**src/rtl/credit_pkg.sv**
```systemverilog
// Shared types and defaults for the credit flow-control sender side.
//   CREDIT_MAX   : default maximum credit count (downstream buffer depth)
//   credit_t     : credit count type able to hold 0..CREDIT_MAX
//   err_flags_t  : sticky protocol error flags {overflow, ret_zero}
package credit_pkg;
  localparam int CREDIT_MAX       = 8;
  localparam int CREDIT_W_DEFAULT = $clog2(CREDIT_MAX + 1);
  localparam int RET_W_DEFAULT    = 2;

  typedef logic [CREDIT_W_DEFAULT-1:0] credit_t;

  typedef struct packed {
    logic overflow;
    logic ret_zero;
  } err_flags_t;
endpackage

```
**src/rtl/credit_counter_base.sv**
```systemverilog
// Saturating credit count register.
//   clk, reset      : clock, async active-low reset (count <- INIT_VAL)
//   max_count       : saturation ceiling
//   load            : reload INIT_VAL at next edge (wins over add/dec)
//   add_valid/count : credits added this cycle
//   dec             : one credit spent this cycle (caller guarantees count>0)
//   count           : registered count
//   count_next      : value count takes at next edge
//   sat             : this cycle's sum exceeded max_count and was clipped
module credit_counter_base #(
  parameter int                      CREDIT_WIDTH = 4,
  parameter int                      RET_WIDTH    = 2,
  parameter logic [CREDIT_WIDTH-1:0] INIT_VAL     = '0
) (
  input  logic                    clk,
  input  logic                    reset,
  input  logic [CREDIT_WIDTH-1:0] max_count,
  input  logic                    load,
  input  logic                    add_valid,
  input  logic [RET_WIDTH-1:0]    add_count,
  input  logic                    dec,
  output logic [CREDIT_WIDTH-1:0] count,
  output logic [CREDIT_WIDTH-1:0] count_next,
  output logic                    sat
);
  // One extra bit over the wider operand so credit+return never wraps.
  localparam int SW = ((CREDIT_WIDTH > RET_WIDTH) ? CREDIT_WIDTH : RET_WIDTH) + 1;

  logic [CREDIT_WIDTH-1:0] count_q, count_d;
  logic [SW-1:0]           sum;

  always_comb begin
    sum     = SW'(count_q) + (add_valid ? SW'(add_count) : '0) - SW'(dec);
    sat     = 1'b0;
    count_d = sum[CREDIT_WIDTH-1:0];
    if (load) begin
      count_d = INIT_VAL;
    end else if (sum > SW'(max_count)) begin
      sat     = 1'b1;
      count_d = max_count;
    end
  end

  always_ff @(posedge clk or negedge reset) begin
    if (!reset) count_q <= INIT_VAL;
    else        count_q <= count_d;
  end

  assign count      = count_q;
  assign count_next = count_d;
endmodule

```
**src/rtl/credit_counter.sv**
```systemverilog
// Sender-side credit tracker: grants sends while credit is available,
// absorbs multi-credit returns with saturation, raises sticky error flags.
//   clk, reset           : clock, async active-low reset
//   i__req / o__grant    : send request / combinational grant
//   i__ret_valid/_count  : credits returned by the receiver
//   i__reinit            : reload INIT_CREDIT, drop same-cycle return, block grant
//   i__err_clear         : clear sticky flags (a same-cycle new error wins)
//   o__credit(_next)     : registered count and its next-edge value
//   o__empty / o__full   : count==0 / count==NUM_CREDIT
//   o__err_overflow      : a return pushed credit past NUM_CREDIT
//   o__err_ret_zero      : return valid with zero count
module credit_counter
  import credit_pkg::*;
#(
  parameter int NUM_CREDIT   = CREDIT_MAX,
  parameter int CREDIT_WIDTH = $clog2(NUM_CREDIT + 1),
  parameter int INIT_CREDIT  = NUM_CREDIT,
  parameter int RET_WIDTH    = RET_W_DEFAULT
) (
  input  logic                    clk,
  input  logic                    reset,
  input  logic                    i__req,
  output logic                    o__grant,
  input  logic                    i__ret_valid,
  input  logic [RET_WIDTH-1:0]    i__ret_count,
  input  logic                    i__reinit,
  input  logic                    i__err_clear,
  output logic [CREDIT_WIDTH-1:0] o__credit,
  output logic [CREDIT_WIDTH-1:0] o__credit__next,
  output logic                    o__empty,
  output logic                    o__full,
  output logic                    o__err_overflow,
  output logic                    o__err_ret_zero
);
  logic [CREDIT_WIDTH-1:0] credit;
  logic                    grant, ret_valid_eff, sat, ret_zero_evt;
  err_flags_t              err_q, err_d;

  // Grant uses the registered count only, so a same-cycle return at zero
  // cannot enable it. Reset is an input here so the grant is masked while
  // reset is held regardless of the count.
  assign grant         = reset && i__req && (credit != '0) && !i__reinit;
  assign ret_valid_eff = i__ret_valid && !i__reinit;
  assign ret_zero_evt  = ret_valid_eff && (i__ret_count == '0);

  credit_counter_base #(
    .CREDIT_WIDTH (CREDIT_WIDTH),
    .RET_WIDTH    (RET_WIDTH),
    .INIT_VAL     (CREDIT_WIDTH'(INIT_CREDIT))
  ) u_base (
    .clk        (clk),
    .reset      (reset),
    .max_count  (CREDIT_WIDTH'(NUM_CREDIT)),
    .load       (i__reinit),
    .add_valid  (ret_valid_eff),
    .add_count  (i__ret_count),
    .dec        (grant),
    .count      (credit),
    .count_next (o__credit__next),
    .sat        (sat)
  );

  always_comb begin
    err_d          = err_q;
    err_d.overflow = (err_q.overflow && !i__err_clear) || sat;
    err_d.ret_zero = (err_q.ret_zero && !i__err_clear) || ret_zero_evt;
  end

  always_ff @(posedge clk or negedge reset) begin
    if (!reset) err_q <= '0;
    else        err_q <= err_d;
  end

  assign o__grant        = grant;
  assign o__credit       = credit;
  assign o__empty        = (credit == '0);
  assign o__full         = (credit == CREDIT_WIDTH'(NUM_CREDIT));
  assign o__err_overflow = err_q.overflow;
  assign o__err_ret_zero = err_q.ret_zero;
endmodule

```
**config.mk**
```make
export PLATFORM = sky130hd
export DESIGN_NAME = credit_counter
export DESIGN_NICKNAME = d
export VERILOG_FILES = /design/src/rtl/credit_pkg.sv /design/src/rtl/credit_counter_base.sv /design/src/rtl/credit_counter.sv
export SDC_FILE = /design/constraint.sdc
export NUM_CORES = 1
export LEC_CHECK = 0
export CAP_MARGIN = 20
export CELL_PAD_IN_SITES_DETAIL_PLACEMENT = 0
export CELL_PAD_IN_SITES_GLOBAL_PLACEMENT = 1
export CORE_MARGIN = 5
export CORE_UTILIZATION = 25
export CTS_CLUSTER_DIAMETER = 100
export DETAILED_ROUTE_END_ITERATION = 7
export HOLD_SLACK_MARGIN = 0.03
export PLACE_DENSITY = 0.72
export SETUP_SLACK_MARGIN = 0.05
export SYNTH_ARGS = -nofsm -noshare
export SYNTH_HDL_FRONTEND = slang
export SYNTH_SLANG_ARGS = --single-unit
```
**constraint.sdc**
```tcl
create_clock -name clk -period 5 [get_ports clk]
set_clock_uncertainty 0.05 [all_clocks]
set_input_delay 1.5 -clock clk [delete_from_list [all_inputs] [get_ports clk]]
set_output_delay 1.5 -clock clk [all_outputs]
set_load 0.01 [all_outputs]
```
==> results.md <==
- CTS Root Cell: sky130_fd_sc_hd__clkbuf_4
- Final antenna-violating net count: 0
- Met3 demand-to-capacity share in global routing: around 3.7%
- DR vias/cell: 4.38
- Combined global-route utilization of all metal layers: 11.1%
- Share of final-layout standard cells stronger than drive strength 1: a little over half
- Final worst slack: -0.178 ns
- X dimension of the die: about 56 µm
- Peak supply drop: between 0.0002 and 0.0003 V
- Final setup violation count: 4
- Synthesized area: 523 µm²
- GRT Residual Overflow: 0
- Depth of the CTS H-tree: 1
- Setup repair after global routing missed its margin: true
- Met1 GRT Util: between 10% and 20%
- Number of optimization iterations in the first detailed-route pass: 4
- Count of mapped cells out of synthesis: 57
- Number of I/O port buffers: 20
- Startpoint of the worst register-to-register path: u_base.count[3]
- Worst slew slack as a fraction of its limit: slightly above 80%
- Gate family responsible for the most delay along the worst path: simple AND/OR/NAND/NOR gates
- Number of antenna cells inserted: 0
- Number of buffers between clock root and the deepest sink: 2
- Final sum of negative setup slack: -0.538 ns
- Dpl cells: about 120
- Worst path arrival time: around 3.6 ns
- Clk sink count: 6
- Top achievable clock speed: around 190 MHz
- Period utilisation layout: 104%
- Area growth syn-to-layout: 112%
- Synth Area in XOR/XNOR: under 10%
- Clock edge transition at the registers on the reported setup and hold paths: roughly 0.050 ns
- Wire length of the first global-routing pass: 2780 µm
- Required time at the endpoint of the critical path: ~3.5 ns
- Main synth FF type: sky130_fd_sc_hd__dfrtp_1
- Detail-routed net length per standard cell: 12.8 µm
- Kind of path behind the tightest hold check: register to register
- Final critical-path required period: roughly 5.2 ns
- Synth Area in Simple Gates: between 20 and 25%
- Top cell types by occurrence after synthesis: 12 x sky130_fd_sc_hd__inv_1, 8 x sky130_fd_sc_hd__ha_1, 5 x sky130_fd_sc_hd__dfrtp_1
- Ordered cell list for the critical path: buf_12 > nor3_4 > ha_4 > inv_4 > ha_4 > inv_2 > fa_2 > nand2b_4 > a21oi_4 > xnor2_4 > or3_4 > buf_6
- Leading area contributor after synthesis: sky130_fd_sc_hd__dfrtp_1
- Non-filler cells, final: 130
- Post-synthesis net count: 74
- Hold path startpoint: o__err_ret_zero
- Cell with the most instances after synthesis: sky130_fd_sc_hd__inv_1
- Violated checks: negative setup slack
- Number of global-route vias before repair: about 630
- Cell types with the largest area share after synthesis: sky130_fd_sc_hd__dfrtp_1 24%, sky130_fd_sc_hd__ha_1 19%, sky130_fd_sc_hd__inv_1 8.6%
- Global routing met2 resource utilization: 20.1%
- Result of the run: complete, but fails checks
- Core region area: approximately 2000 µm²
- Buffer and inverter count on the worst path: 4
- Final number of hold-violating endpoints: 0
- Antenna violations before repair: 0
- YS warnings: 0
- Launch point of the critical path: i__reinit
- Count of different cell masters after synthesis: 27
- Delay of the slowest cell on the worst path: ~0.4 ns
- Synth async-reset ratio: 100%
- Y dimension of the die: roughly 56 µm
- Filler cells: about 180
- Sequential element share of the synthesized area: approximately 29%
- Highest-delay cell along the critical path: sky130_fd_sc_hd__or3_4
- Number of flops mapped to enable cells by yosys: 0
- Initial DRC Count: 8
- Insertion delay to the later sink of the worst-skew pair: around 0.24 ns
- Max-cap violations: 0
- Total power divided by cell area: between 500 and 600 nW/µm²
- Starting utilization of the core area: approximately a quarter
- Remaining DRCs: 0
- Cell area after layout: between 1000 and 1500 µm²
- Nature of the critical path startpoint: input port
- R2r setup slk: 1.70 ns
- Post-CTS Hold Fix Bufs: 0
- HPWL after detailed placement: approximately 1300 µm
- Start-to-end type of the worst setup path: input port to output pin
- Pin count of the biggest net entering global routing: 7
- Cell area after placement: between 900 and 1000 µm²
- Routed wire length: approximately 1700 µm
- Share of the synthesized area in the top cell type: 23.9%
- Worst path most repeated cell: sky130_fd_sc_hd__ha_4
- Most Crowded Layer GR: met2
- Synthesis-stage register bit count: 6
- Total via count after detailed routing: around 570
- Clock tree from TritonCTS: done
- Pleak: ~0.51 nW
- Multiplexer share of the synthesized area: between 1.5 and 2%
- Dominant combinational cell family by area after synthesis: adder cells
- CP Capture Type: output pin
- Adder-cell share of the synthesized area: between 20% and 30%
- Number of nets at the end of the flow: 121
- Cell Rows: 16
- Critical path fanouts, max: 5
- TritonCTS buffer count: 3
- GPL Wtd Cong: approximately 0.71
- Total die area: roughly 3100 µm²
- Fraction of the mapped netlist area in compound gates: 10.5%
- Number of slew-limit violations in the final report: 0
- Number of top-level pins: 21
- Slew @ Worst Pin: 0.291 ns
- WHS: between 0.4 and 0.5 ns
- Average footprint of a synthesized cell: between 9 and 10 µm²
[timing repair]
action | CTS | global route
hold endpoints to repair | 0 | 0
gates resized for setup | 50 | 8
setup endpoints to repair | 4 | 4
pin swaps | 15 | 5
setup buffers | 5 | 3
[power by group]
part	leakage (nW)	total, mW	internal [mW]	switching, mW
logic	0.416	0.503	0.282	0.221
registers	0.0774	0.0727	0.0640	0.00870
clock network	0.0150	0.0464	0.0301	0.0163
total	0.509	0.622	0.376	0.246
[stage by stage]
step                      utilization, %  power, mW  setup slack, ns
after floorplan                        -      0.280          -0.0481
after global placement              47.3      0.444            -1.14
after detailed placement            47.3      0.444            -1.17
after CTS                           53.7      0.575           -0.153
after global routing                56.1      0.668           -0.266
final                               56.1      0.622           -0.178
[layer usage]
| metal | wire (µm) | part of all wire (%) | vias to the layer above |
|---|---|---|---|
| met1 | 701 | 42 | 269 |
| li1 | - | - | 289 |
| met3 | 60 | 3.6 | 0 |
| met5 | 0 | 0 | - |
| met2 | 904 | 54 | 11 |
| met4 | 0 | 0 | 0 |
[state kept, by name, summed over array words and instances (netlist names)]
register,cells
u_base.count,4
o__err_overflow,1
o__err_ret_zero,1
[final timing paths]
kind	end	cells after the start
setup / recovery	o__credit__next[3]	12
hold / removal	o__err_ret_zero	1
setup reg to reg	o__err_overflow	16
hold reg to reg	o__err_ret_zero	1
max in group asynchronous	u_base.count[3]	2
min in group asynchronous	o__err_overflow	2
[cells by family after synthesis]
logic type / count (synthesis)
AO/OA/AOI/OAI: 7
XOR/XNOR: 3
AND/OR/NAND/NOR: 19
multiplexers: 1
adder cells (fa/ha/maj): 9
buffers and inverters: 12
flip-flops: 6
[cells in the final DEF (no fill, tap or decap), types with 2 or more instances in the layout]
cell type / n
sky130_fd_sc_hd__clkbuf_4: 3
sky130_fd_sc_hd__inv_4: 2
sky130_fd_sc_hd__clkdlybuf4s50_1: 10
sky130_fd_sc_hd__nor4_4: 2
sky130_fd_sc_hd__inv_1: 9
sky130_fd_sc_hd__buf_4: 22
sky130_fd_sc_hd__buf_2: 3
sky130_fd_sc_hd__nor2_1: 2
sky130_fd_sc_hd__clkbuf_2: 2
sky130_fd_sc_hd__ha_4: 3
sky130_fd_sc_hd__buf_12: 2
sky130_fd_sc_hd__dfrtp_1: 5
sky130_fd_sc_hd__and3_1: 2
sky130_fd_sc_hd__ha_1: 5
sky130_fd_sc_hd__nand2b_1: 2
sky130_fd_sc_hd__buf_6: 2
[worst reg2reg max path, cell delays in order (launching register included)]
cell	delay, ns
sky130_fd_sc_hd__dfstp_2	0.53
sky130_fd_sc_hd__inv_1	0.06
sky130_fd_sc_hd__ha_1	0.18
sky130_fd_sc_hd__and3_1	0.22
sky130_fd_sc_hd__nor3_4	0.23
sky130_fd_sc_hd__ha_4	0.24
sky130_fd_sc_hd__inv_4	0.05
sky130_fd_sc_hd__ha_4	0.13
sky130_fd_sc_hd__inv_2	0.03
sky130_fd_sc_hd__fa_2	0.33
sky130_fd_sc_hd__nand2b_4	0.16
sky130_fd_sc_hd__a21oi_4	0.19
sky130_fd_sc_hd__xnor2_4	0.13
sky130_fd_sc_hd__buf_4	0.15
sky130_fd_sc_hd__buf_4	0.12
sky130_fd_sc_hd__buf_4	0.12
sky130_fd_sc_hd__a221o_1	0.28
[final cells by class]
class / count / area, µm² / area share (%)
timing repair buffer: 42 / 362 / 32.5
clock buffer: 4 / 26.3 / 2.36
tap: 27 / 33.8 / 3.04
inverter: 12 / 50.0 / 4.50
multi-input combinational: 39 / 488 / 43.9
sequential: 6 / 151 / 13.6
Power figures use the tool's default switching activity.
